<file path="src/rtl/ro_puf_pkg.sv">
// Shared defaults, FSM state encoding and debug view for the RO PUF sequencer.
package ro_puf_pkg;

    localparam int NUM_RO_DEF  = 9;
    localparam int COUNT_W_DEF = 32;

    typedef enum logic [2:0] {
        IDLE,
        CLEAR,
        RUN,
        SETTLE,
        CAPTURE,
        COMPARE,
        DONE
    } state_t;

    // Observability bundle: current state, oscillator index and latched challenge.
    typedef struct packed {
        state_t     state;
        logic [3:0] idx;
        logic [7:0] challenge;
    } dbg_t;

endpackage

</file>
<file path="src/rtl/ro_window_timer.sv">
// Enable-window timer: cleared by load, counts while run, pulses done on its last cycle.
module ro_window_timer #(
    parameter int WINDOW = 'h100000
) (
    input  logic clk,
    input  logic reset,
    input  logic load,
    input  logic run,
    output logic done
);

    localparam int TW = (WINDOW > 1) ? $clog2(WINDOW) : 1;
    localparam logic [TW-1:0] LAST = TW'(WINDOW - 1);

    logic [TW-1:0] timer;

    // Equality compare only: the count returns to zero instead of wrapping.
    assign done = run && (timer == LAST);

    always_ff @(posedge clk) begin
        if (reset) begin
            timer <= '0;
        end else if (load || done) begin
            timer <= '0;
        end else if (run) begin
            timer <= timer + TW'(1);
        end
    end

endmodule

</file>
<file path="src/rtl/ro_puf_sequencer.sv">
// Steps through NUM_RO ring oscillators, captures each edge count and emits the
// neighbour-comparison response bits.
module ro_puf_sequencer
    import ro_puf_pkg::*;
#(
    parameter int NUM_RO     = NUM_RO_DEF,
    parameter int COUNT_W    = COUNT_W_DEF,
    parameter int WINDOW     = 'h100000,
    parameter int SETTLE_CYC = 2
) (
    input  logic                clk,
    input  logic                reset,
    input  logic                req_valid,
    output logic                req_ready,
    input  logic [7:0]          challenge,
    output logic [5:0]          ro_challenge,
    output logic [3:0]          ro_sel,
    output logic                ro_en,
    output logic                cnt_clear,
    input  logic [COUNT_W-1:0]  cnt_value,
    output logic                resp_valid,
    input  logic                resp_ready,
    output logic [NUM_RO-2:0]   response,
    output logic                sat,
    output logic                busy,
    output dbg_t                dbg
);

    // Handshakes: a transfer happens on a clk edge where valid && ready are both
    // high; valid never waits on ready, and the payload holds while valid is up.

    localparam int SW = $clog2(SETTLE_CYC + 1);
    localparam logic [SW-1:0] SETTLE_LAST = SW'(SETTLE_CYC - 1);
    localparam logic [3:0]    IDX_LAST    = 4'(NUM_RO - 1);

    state_t              state;
    state_t              state_nxt;
    logic [3:0]          idx;
    logic [7:0]          challenge_q;
    logic                sat_q;
    logic [NUM_RO-2:0]   response_q;
    logic [SW-1:0]       settle_cnt;
    logic [COUNT_W-1:0]  count [NUM_RO];
    logic                timer_load;
    logic                timer_run;
    logic                timer_done;

    ro_window_timer #(
        .WINDOW (WINDOW)
    ) u_timer (
        .clk   (clk),
        .reset (reset),
        .load  (timer_load),
        .run   (timer_run),
        .done  (timer_done)
    );

    always_comb begin
        state_nxt  = state;
        timer_load = 1'b0;
        timer_run  = 1'b0;
        case (state)
            IDLE:    if (req_valid) state_nxt = CLEAR;
            CLEAR: begin
                timer_load = 1'b1;
                state_nxt  = RUN;
            end
            RUN: begin
                timer_run = 1'b1;
                if (timer_done) state_nxt = SETTLE;
            end
            SETTLE:  if (settle_cnt == SETTLE_LAST) state_nxt = CAPTURE;
            CAPTURE: state_nxt = (idx == IDX_LAST) ? COMPARE : CLEAR;
            COMPARE: state_nxt = DONE;
            DONE:    if (resp_ready) state_nxt = IDLE;
            default: state_nxt = IDLE;
        endcase
    end

    always_ff @(posedge clk) begin
        if (reset) begin
            state       <= IDLE;
            idx         <= '0;
            challenge_q <= '0;
            sat_q       <= 1'b0;
            response_q  <= '0;
            settle_cnt  <= '0;
        end else begin
            state <= state_nxt;
            case (state)
                IDLE: begin
                    if (req_valid) begin
                        challenge_q <= challenge;
                        idx         <= '0;
                        sat_q       <= 1'b0;
                    end
                end
                RUN:    settle_cnt <= '0;
                SETTLE: settle_cnt <= settle_cnt + SW'(1);
                CAPTURE: begin
                    sat_q <= sat_q | (&cnt_value);
                    if (idx != IDX_LAST) idx <= idx + 4'd1;
                end
                COMPARE: begin
                    for (int i = 0; i < NUM_RO - 1; i++) begin
                        response_q[i] <= (count[i] > count[i+1]);
                    end
                end
                default: ;
            endcase
        end
    end

    // Count storage carries no reset: every slot is rewritten before COMPARE reads it.
    always_ff @(posedge clk) begin
        if (state == CAPTURE) begin
            count[idx] <= cnt_value;
        end
    end

    assign req_ready    = (state == IDLE);
    assign busy         = (state != IDLE);
    assign cnt_clear    = (state == CLEAR);
    assign ro_en        = (state == RUN);
    assign resp_valid   = (state == DONE);
    assign ro_sel       = idx;
    assign ro_challenge = challenge_q[5:0];
    assign response     = response_q;
    assign sat          = sat_q;

    assign dbg.state     = state;
    assign dbg.idx       = idx;
    assign dbg.challenge = challenge_q;

endmodule

</file>
<file path="config.mk">
export PLATFORM = sky130hd
export DESIGN_NAME = ro_puf_sequencer
export DESIGN_NICKNAME = d
export VERILOG_FILES = /design/src/rtl/ro_puf_pkg.sv /design/src/rtl/ro_window_timer.sv /design/src/rtl/ro_puf_sequencer.sv
export SDC_FILE = /design/constraint.sdc
export NUM_CORES = 1
export LEC_CHECK = 0
export CAP_MARGIN = 20
export CORE_MARGIN = 4
export CORE_UTILIZATION = 40
export DETAILED_ROUTE_END_ITERATION = 12
export GPL_TIMING_DRIVEN = 0
export PLACE_DENSITY = 0.67
export SYNTH_ARGS = -nofsm -noshare
export SYNTH_HDL_FRONTEND = slang
export SYNTH_HIERARCHICAL = 1
export SYNTH_SLANG_ARGS = --single-unit
</file>
<file path="constraint.sdc">
create_clock -name clk -period 2.5 [get_ports clk]
set_input_delay 0.625 -clock clk [delete_from_list [all_inputs] [get_ports clk]]
set_output_delay 0.625 -clock clk [all_outputs]
set_load 0.02 [all_outputs]
</file>
==> flow_summary.yaml <==
outcome:
  status: "finished, final reports clean"
grt:
  grtUsageMet3: 0.0300
  globalRouteMet1Util: 0.224
  grtUsageTotal: 0.166
  grt_pass1_wl_um: 61500
  grt-ovfl-total: 0
  grt_busiest_layer: "met2"
  gr-usage-met2: 0.277
  first_global_vias: 11500
  antenna_found_initial: 0
  grt_max_degree: 33
critical_path:
  cp-end-kind: "register"
  crit_type: "reg -> reg"
  cp_cell_sequence: "buf_4 > nor2_1 > nand2_1 > nor3_1 > and2_2"
  path_buf_inv: 1
  max_stage_delay_ns: 0.83
  cpMaxStageDelayCell: "and2_2"
  crit_arrival_ns: 2.56
  cp_max_fo: 32
  critPathLaunchType: "register"
  worstPathRequired_ns: 2.65
  crit_family: "simple AND/OR/NAND/NOR gates"
floorplanning:
  placeableCoreArea_um2: 42400
  start_util: 0.408
  fp.dieH_um: 216
  die_area_um2: 46700
  row_count: 75
  io_pins: 83
  dieWidth_um: 216
sta:
  tns_ns: 0
  final_hold_viol_count: 0
  rsz0062_at_grt: "yes"
  max_freq_mhz: 416
  clock_skew_ns: 0.0128
  finalSetupViolCount: 0
  whs_ns: 0.458
  fin_ws_ns: 0.0944
  tightest_slew_ns: 0.934
  max_slew_margin: 0.377
  fin_crit_sh: 0.962
  post-route-min-period_ns: 2.41
  slew_viol_final: 0
cells_and_area:
  drive_gt1_frac: 0.0709
  layout_commonest_cell: "edfxtp_1"
  fillers: 3803
  final_util: 0.478
  stdcell_area_um2: 20300
  antenna_cells: 0
  seq_area_um2: 9570
  area.growth.synth_to_final_pct: 17.1
  multi_input_area_um2: 6680
  layout_common_cells: "288 x edfxtp_1, 268 x inv_1, 262 x ha_1, 113 x a21oi_1, 77 x clkdlybuf4s50_1"
  nets: 1885
  final_cells: 2185
logic_synthesis:
  yosys-top-cells-area: "edfxtp_1 50%, ha_1 19%, inv_1 5.8%"
  async_flop_share: 0
  yosys.area.top_type: "edfxtp_1"
  seq_area_frac_synth: 0.552
  synth_seq_cells: 334
  synth_flop_cell: "edfxtp_1"
  synthesis.nets: 1759
  syn-instance-count: 1453
  yosysWarnings: 6
  synth_top_area_frac: 0.499
  synth_cell_types: 54
  syn_avg_cell_area_um2: 11.9
  synth-edff-count: 288
  synth_area_um2: 17300
route:
  route.detailed.drc: 0
  vias: 11000
  wirelength_um: 38900
  ant_nets: 0
  wire_per_inst_um: 17.8
  routed_via_density: 5.05
  drtIter0Drc: 691
  dr.pass1.iters: 5
cts:
  clk_latency_ns: 0.53
  cts_sinks: 334
  cts_max_level: 2
  path_clk_slew_ns: 0.06
  cts-root-buf: "clkbuf_16"
  numCtsBuffers: 38
  cts_tree: "done"
  cts_buffer_depth: 3
place:
  hpwl_um: 29100
  portBuffers: 82
  dp_slack_ns: -0.132
  dpl_cell_area_um2: 18900
  place_congestion: 0.927
  place_inst: 2113
power:
  ir_worst_vdd_mv: 0.452
  pwr_density_cell_nw_per_um2: 607
  p_leak_nw: 8.58
  power_mw: 12.3
flow_run:
  drv_cap: 0
min_path:
  hold_path_class: "reg -> reg"
where the power goes:
group          leakage (nW)  internal [mW]  switching (mW)
registers              2.96           6.07          0.0264
logic                  4.99          0.195           0.271
clock network         0.625           3.52            2.22
total                  8.58           9.79            2.52
per-layer routing:
layer / routed length, um / vias up
met2: 18300 / 251
met4: 765 / 0
met3: 2040 / 51
met5: 0 / -
li1: - / 5525
met1: 17700 / 5203
cells by family after synthesis:
kind of cell	share of synthesized area
buffers and inverters	0.0659
and+or+nand+nor	0.0917
adders and majority gates	0.189
muxes	0.00116
xor gates and xnor gates	0.00809
DFF	0.552
AOI/OAI and AO/OA	0.0914
worst reg2reg max path: stages (launching register included):
cell,delay (ns)
dfxtp_1,0.31
buf_4,0.17
nor2_1,0.18
nand2_1,0.21
nor3_1,0.31
and2_2,0.83
cell type report:
cell class,count,share of cell area
repair buffers,86,0.0429
clock buffers,57,0.0555
flip-flops and latches,334,0.472
well taps,577,0.0356
clock inverters,12,0.00783
plain buffers,21,0.00759
inverters,268,0.0496
multi-input cells,830,0.329
registers in the layout, summed over array words and instances, names as in the netlist:
name,count
count,288
u_timer/timer,20
challenge_q,8
response,8
ro_sel,4
state,3
settle_cnt,2
sat,1
timing repair:
action | 4_1_cts | 5_1_grt
setup buffers | 1 | 2
pin swaps | 0 | 2
hold buffers | 0 | 0
resized for setup | 13 | 17
setup endpoints to repair | 53 | 223
synthesized netlist by cell type (all sizes together) (13+ instances only):
library cell and n:
nand3 25, nand4 64, a211oi 14, edfxtp 288, ha 262, inv 268, a21oi 116, nor3 14
nor2b 13, a21o 42, buf 19, dfxtp 46, nor2 48, nand2 73, nor4 15, o21ai 32
path summary, 6_finish.rpt:
check | startpoint | to | depth (start not counted) | slack, ns
max reg2reg | state[0]$_SDFFE_PP0P_ | count[1][25]$_DFFE_PP_ | 5 | 0.09
min reg2reg | challenge_q[6]$_SDFFE_PP0P_ | challenge_q[6]$_SDFFE_PP0P_ | 2 | 0.46
min | challenge_q[6]$_SDFFE_PP0P_ | challenge_q[6]$_SDFFE_PP0P_ | 2 | 0.46
max | state[0]$_SDFFE_PP0P_ | count[1][25]$_DFFE_PP_ | 5 | 0.09
Note: power is estimated with default switching activity, not from simulation.
